### src/rtl/r2r_dac_wavegen.sv
// R2R ladder driver: external sample pass-through or divided-rate hold/saw/triangle/square engine.
// Optional macro WAVE_SYNC_EN adds a wave_sync pulse marking the start of each waveform period.
module r2r_dac_wavegen #(
  parameter int DAC_W = 8,
  parameter int DIV_W = 8
) (
  input  logic             clk,
  input  logic             n_rst,
  input  logic             ext_data,
  input  logic [1:0]       mode,
  input  logic [7:0]       data,
  input  logic             load_divider,
  output logic             cnt_zero,
`ifdef WAVE_SYNC_EN
  output logic             wave_sync,
`endif
  output logic [DAC_W-1:0] r2r_out
);

  typedef enum logic [1:0] {MODE_HOLD, MODE_SAW, MODE_TRI, MODE_SQR} mode_t;
  typedef enum logic {DIR_UP, DIR_DOWN} dir_t;

  localparam logic [DAC_W-1:0] OUT_MAX = '1;

  logic [DIV_W-1:0] div_reg, div_nxt;
  logic [DIV_W-1:0] cnt, cnt_nxt;
  logic [DAC_W-1:0] out_nxt, ext_val;
  dir_t             dir, dir_eff, dir_nxt;
  mode_t            mode_q, mode_in;
  logic             tick, step, cnt_zero_nxt;

  // External bytes land in the top 8 bits of the ladder word.
  assign ext_val = DAC_W'(data) << (DAC_W - 8);
  assign mode_in = mode_t'(mode);

  // NOTE: every always_comb output gets a default first so no path can infer a latch.
  always_comb begin
    tick         = (cnt == '0);
    step         = tick & ~load_divider;
    cnt_zero_nxt = step;
    div_nxt      = div_reg;
    cnt_nxt      = cnt - 1'b1;
    // A mode change restarts the direction so a fresh triangle always begins rising.
    dir_eff      = (mode_in != mode_q) ? DIR_UP : dir;
    dir_nxt      = dir_eff;
    out_nxt      = r2r_out;

    if (load_divider) begin
      div_nxt = data[DIV_W-1:0];
      cnt_nxt = data[DIV_W-1:0];
    end else if (tick) begin
      cnt_nxt = div_reg;
    end

    if (ext_data) begin
      out_nxt = ext_val;
    end else if (step) begin
      unique case (mode_in)
        MODE_HOLD: out_nxt = r2r_out;
        MODE_SAW:  out_nxt = r2r_out + 1'b1;
        MODE_TRI: begin
          if (dir_eff == DIR_UP) begin
            if (r2r_out == OUT_MAX) begin
              dir_nxt = DIR_DOWN;
              out_nxt = OUT_MAX - 1'b1;
            end else begin
              out_nxt = r2r_out + 1'b1;
            end
          end else begin
            if (r2r_out == '0) begin
              dir_nxt = DIR_UP;
              out_nxt = DAC_W'(1);
            end else begin
              out_nxt = r2r_out - 1'b1;
            end
          end
        end
        MODE_SQR:  out_nxt = (r2r_out == '0) ? OUT_MAX : '0;
        default:   out_nxt = r2r_out;
      endcase
    end
  end

  // NOTE: sequential state uses non-blocking assignments so all registers update together.
  always_ff @(posedge clk) begin
    if (!n_rst) begin
      div_reg  <= '0;
      cnt      <= '0;
      cnt_zero <= 1'b0;
      dir      <= DIR_UP;
      mode_q   <= MODE_HOLD;
      r2r_out  <= '0;
    end else begin
      div_reg  <= div_nxt;
      cnt      <= cnt_nxt;
      cnt_zero <= cnt_zero_nxt;
      dir      <= dir_nxt;
      mode_q   <= mode_in;
      r2r_out  <= out_nxt;
    end
  end

`ifdef WAVE_SYNC_EN
  logic sync_nxt;

  always_comb begin
    sync_nxt = 1'b0;
    if (step && !ext_data) begin
      unique case (mode_in)
        MODE_SAW: sync_nxt = (r2r_out == OUT_MAX);
        MODE_TRI: sync_nxt = (dir_eff == DIR_DOWN) && (r2r_out == DAC_W'(1));
        MODE_SQR: sync_nxt = (r2r_out == '0);
        default:  sync_nxt = 1'b0;
      endcase
    end
  end

  always_ff @(posedge clk) begin
    if (!n_rst) wave_sync <= 1'b0;
    else        wave_sync <= sync_nxt;
  end
`endif

endmodule

### config.mk
export PLATFORM = sky130hd
export DESIGN_NAME = r2r_dac_wavegen
export DESIGN_NICKNAME = d
export VERILOG_FILES = /design/src/rtl/r2r_dac_wavegen.sv
export SDC_FILE = /design/constraint.sdc
export NUM_CORES = 1
export LEC_CHECK = 0
export ABC_CLOCK_PERIOD_IN_PS = 4000
export BUFFER_PORTS_ARGS = -buffer_cell sky130_fd_sc_hd__buf_2
export CORE_MARGIN = 2
export CORE_UTILIZATION = 41
export DETAILED_ROUTE_END_ITERATION = 6
export MAX_ROUTING_LAYER = met4
export PLACE_DENSITY = 0.67
export SYNTH_ARGS = -nofsm -noshare
export SYNTH_HDL_FRONTEND = slang
export SYNTH_SLANG_ARGS = --single-unit
### constraint.sdc
create_clock -name clk -period 4 [get_ports clk]
set_clock_uncertainty 0.15 [all_clocks]
set_input_delay 0.8 -clock clk [delete_from_list [all_inputs] [get_ports clk]]
set_output_delay 0.8 -clock clk [all_outputs]
set_load 0.01 [all_outputs]
== After elaboration in Yosys (flattened, before gate mapping) ==
Index checks and enable logic that the tools add are counted.
W data, S select, Z words.

* Flip-flop bits (word level): 28
* Input port bits: 14
* Output and inout bits: 9
* Word-level logic and storage cells: 38

* $add $sub $neg: 3
* Equality and inequality tests: 6
* Mux-type cells: 16
* Bitwise logic cells: 2
* Reduce and logical (&&, ||, !) cells: 5

{| class="wikitable"
|+ Operator list
! operator !! number
|-
| $mux W8 || 8
|-
| $pmux W8 S3 || 1
|-
| $logic_not A8 Y1 || 2
|-
| $sub A8 B1 Y8 const B || 2
|-
| $add A8 B1 Y8 const B || 1
|-
| $eq A8 B8 Y1 const B || 1
|-
| $mux W1 || 7
|-
| $eq A2 B2 Y1 const B || 2
|-
| $eq A2 B1 Y1 const B || 1
|-
| $logic_not A2 Y1 || 1
|-
| $ne A2 B2 Y1 || 1
|-
| $ne A2 B2 Y1 const B || 1
|-
| $reduce_and A2 Y1 || 1
|-
| $reduce_bool A2 Y1 || 1
|-
| $and A1 B1 Y1 || 1
|-
| $not A1 Y1 || 1
|}

== Logic depth before layout (Yosys ltp) ==
* Depth in word-level cells: 6
* Depth in mapped cells: 8
* Mapped depth without buffers: 7

== Worst setup path after synthesis ==
No wires, ideal clock.

* Path kind: input to register
* Start point: input port mode[0]
* End point: register r2r_out[7]
* Arrival: 1.931 ns
* Slack: 1.827 ns
* Stages: 5
* Buffers on the path: 1
* Cell sequence: xnor2_1 > and3_1 > clkbuf_1 > mux4_2 > o32ai_1

* Word-level cells in the longest chain between the ends: 6

{| class="wikitable"
|+ Ends and longest elaborated chain
! item !! line !! text
|-
| from (decl) || 10 || <nowiki>input logic [1:0] mode,</nowiki>
|-
| $ne A2 B2 Y1 || 44 || <nowiki>dir_eff = (mode_in != mode_q) ? DIR_UP : dir;</nowiki>
|-
| $mux W1 || 44 ||
|-
| $mux W8 || 62 || <nowiki>if (dir_eff == DIR_UP) begin</nowiki>
|-
| $pmux W8 S3 || 58 || <nowiki>unique case (mode_in)</nowiki>
|-
| $mux W8 || 57 || <nowiki>end else if (step) begin</nowiki>
|-
| $mux W8 || 55 || <nowiki>if (ext_data) begin</nowiki>
|-
| to (signal assigned) || 99 || <nowiki>r2r_out <= out_nxt;</nowiki>
|-
| to (decl) || 17 || <nowiki>output logic [DAC_W-1:0] r2r_out</nowiki>
|}

Several ways; a longest one is shown, not always the timed one. The select of a mux whose other input is x is not followed.
A chain may end at the register's enable or synchronous reset.

== Worst setup path after layout ==
* Start point: register cnt[0]
* End point: register r2r_out[1]

* Word-level cells in the longest chain between the ends: 4

{| class="wikitable"
|+ Ends and longest elaborated chain
! item !! line !! text
|-
| from (decl) || 26 || <nowiki>logic [DIV_W-1:0] cnt, cnt_nxt;</nowiki>
|-
| from (signal assigned) || 95 || <nowiki>cnt <= cnt_nxt;</nowiki>
|-
| $logic_not A8 Y1 || 38 || <nowiki>tick = (cnt == '0);</nowiki>
|-
| $and A1 B1 Y1 || 39 || <nowiki>step = tick & ~load_divider;</nowiki>
|-
| $reduce_bool A2 Y1 (no line) || -- ||
|-
| $reduce_and A2 Y1 (no line) || -- ||
|}

Every way passes these cells.

==> results_dict.tcl <==
set metrics [dict create \
    p_seq_share_pct 44.3 \
    rr_endpoint "r2r_out[1]$_SDFFE_PN0P_" \
    ys_ff_latch 28 \
    core_mm2 0.004354 \
    dieHeight_um 71.37 \
    nNetsFinal 262 \
    synthAdderAreaFrac_pct 2.690 \
    swShare_pct 31.06 \
    synth_top_family_by_area "compound AO/OA/AOI/OAI gates" \
    synthArstFlopShare_pct 0 \
    layout_commonest_cell "dfxtp_1" \
    grt_pass1_wl_um 7921 \
    hp-start "div_reg[3]$_SDFFE_PN0P_" \
    use_met3_pct 2.813 \
    status "complete, no violations" \
    setup_viol 0 \
    comb_power_share_pct 25.1 \
    io_buffer_count 22 \
    min_period_ns 2.575 \
    maxCapViolCount 0 \
    grt_max_degree 31 \
    syn_inst 232 \
    tightestPinTransition_ns 0.6169 \
    htreeDepth 1 \
    fp.dieW_um 71.37 \
    worstPathRequired_ns 4.04 \
    clkTransAtPathRegs_ns 0.10 \
    whs_path_depth 2 \
    start_util_pct 42.73 \
    final_hold_viol_count 0 \
    ys_types 54 \
    hp-class "register to register" \
    clock.fmax_mhz 388.4 \
    final_max_slew_viol_count 0 \
    antenna_found_initial 0 \
    clk_latency_ns 0.28 \
    crit_fanout 12 \
    rr_worst_depth 7 \
    switchingPower_mw 0.2330 \
    clkPwrFrac_pct 30.6 \
    slew_headroom_pct 58.56 \
    clockRootBuffer "clkbuf_8" \
    cts_resized 0 \
    leakage_nw 0.8028 \
    synth_mux_area_share_pct 2.892 \
    synthSimpleGateAreaFrac_pct 26.23 \
    diodes 0 \
    intPower_mw 0.5173 \
    cts_buffers 3 \
    drive_gt1_share_pct 16.05 \
    rows 24 \
    synth-edff-count 0 \
    viasPerCell 5.969 \
    critical_path_arrival_ns 2.61 \
    syn2layout_area_growth_pct 10.15 \
    yosysSeqAreaShare_pct 30.13 \
    powerDensity_mw_per_mm2 366.1 \
    grt_use_met1_pct 27.47 \
    period_share_pct 64.36 \
    yosys-top-cells-area "dfxtp_1 30%, a21boi_0 5.2%, o21ai_0 4.8%" \
    drc 0 \
    mostFrequentLayoutCells "28 x dfxtp_1, 22 x buf_2, 20 x nor2_1" \
    vdd_drop_max_mv 0.1481 \
    drt-initial-drc-count 118 \
    grt_use_total_pct 19.83 \
    fp.dieArea_mm2 0.005093 \
    grt_overflow 0 \
    gp_congestion 0.9534 \
    critPathLaunchType "register" \
    vias 1761 \
    use_met2_pct 29.12 \
    timing.setup.tns_ns 0 \
    fin_ws_ns 1.425 \
    hpwl_um 3386 \
    synthesis.area_mm2 0.001861 \
    top_usage_layer "met2" \
    io_pins 23 \
    critPathCaptureType "register" \
    rsz0062_at_grt "no" \
    reg2reg_from "cnt[0]$_SDFF_PN0_" \
    ant_nets 0 \
    clock_sinks 28 \
    cts_max_path_buffers 2 \
    yosys_warnings 0 \
    dr.pass1.iters 4 \
    wl_per_cell_um 15.78 \
    avgSynthCellArea_um2 8.020 \
    yosysTopAreaCell "dfxtp_1" \
    synth_compound_area_share_pct 28.58 \
    yosys.area.top_type_share_pct 30.13 \
    worstSetupPathType "register to register" \
    wirelength_um 4654 \
    cts_tree "built" \
    place_worst_setup_slack_ns 1.450 \
    synth.net_count 250 \
    holdPathEnd "div_reg[3]$_SDFFE_PN0P_" \
    grt_pass1_vias 1644 \
    final_core_util_pct 47.07 \
    synth-main-ff-cell "dfxtp_1" \
    synth-xor-area-share_pct 5.178 \
    cts_hold_buf 0 \
    post_cts_buffers 0 \
    reg2reg_slack_ns 1.43 \
]
[metrics by stage]
step | power (mW) | hold slack (ns) | std cells | instance area, µm²
2_1_floorplan | 0.4746 | 0.3039 | 232 | 1861
3_3_place_gp | 0.5236 | 0.3194 | 291 | 1978
3_5_place_dp | 0.5242 | 0.3232 | 291 | 1978
4_1_cts | 0.7549 | 0.3396 | 295 | 2049
5_1_grt | 0.7960 | 0.3736 | 295 | 2049
6_report | 0.7503 | 0.3346 | 295 | 2049
[power groups by stage]
stage	Combinational, mW	Clock (mW)	Sequential, mW
detailed placement	0.186	0	0.338
CTS	0.187	0.236	0.332
global route	0.212	0.247	0.337
global placement	0.186	0	0.338
finish	0.188	0.230	0.332
floorplan	0.147	0	0.327
[cell usage after synthesis, drive strengths merged, types with 3 or more instances]
cell	count
o21a	5
nor3	6
a211oi	3
and2	7
a21boi	13
or3	4
o31ai	4
a211o	3
a31oi	3
inv	6
clkbuf	14
nor4	4
a21oi	4
xor2	5
nand3	5
nor2	21
xnor2	6
o21ai	18
ha	4
dfxtp	28
a31o	3
nand2b	11
nand2	17
[final cells by class]
cell class | instances | area (µm²)
Timing Repair Buffer | 22 | 110.1
Multi-Input combinational cell | 183 | 1220
Inverter | 6 | 22.52
Clock buffer | 3 | 41.29
Clock inverter | 1 | 30.03
Tap cell | 52 | 65.06
Fill cell | 437 | 2305
Sequential cell | 28 | 560.5
[critical path, stage by stage, from the launching register on]
cell	delay (ns)
dfxtp_1	0.36
inv_1	0.10
ha_1	0.18
nor3b_1	0.30
nand2_1	0.34
nor4_1	0.61
o2111ai_1	0.21
a32o_1	0.24
[worst max path at each step]
stage                       from                      end  cells past startpoint  slack (ns)
6_report       cnt[0]$_SDFF_PN0_  r2r_out[1]$_SDFFE_PN0P_                      7        1.43
5_1_grt        cnt[0]$_SDFF_PN0_  r2r_out[1]$_SDFFE_PN0P_                      7        1.10
4_1_cts        cnt[0]$_SDFF_PN0_  r2r_out[1]$_SDFFE_PN0P_                      7        1.42
3_5_place_dp   cnt[0]$_SDFF_PN0_  r2r_out[1]$_SDFFE_PN0P_                      7        1.45
3_3_place_gp   cnt[0]$_SDFF_PN0_  r2r_out[1]$_SDFFE_PN0P_                      7        1.54
2_1_floorplan            mode[0]  r2r_out[7]$_SDFFE_PN0P_                      5        1.83
[metal layers]
layer / part of all wire, % / vias to the layer above
li1: - / 868
met1: 47 / 819
met2: 45 / 68
met3: 6.1 / 6
met4: 1.4 / 0
met5: 0 / -
[kinds of logic after synthesis]
family | count (synthesis)
fa+ha+maj | 4
simple gates | 90
flops | 28
compound gates | 74
xor+xnor | 11
buf+inv | 21
mux | 4
Power figures use the tool's default switching activity.
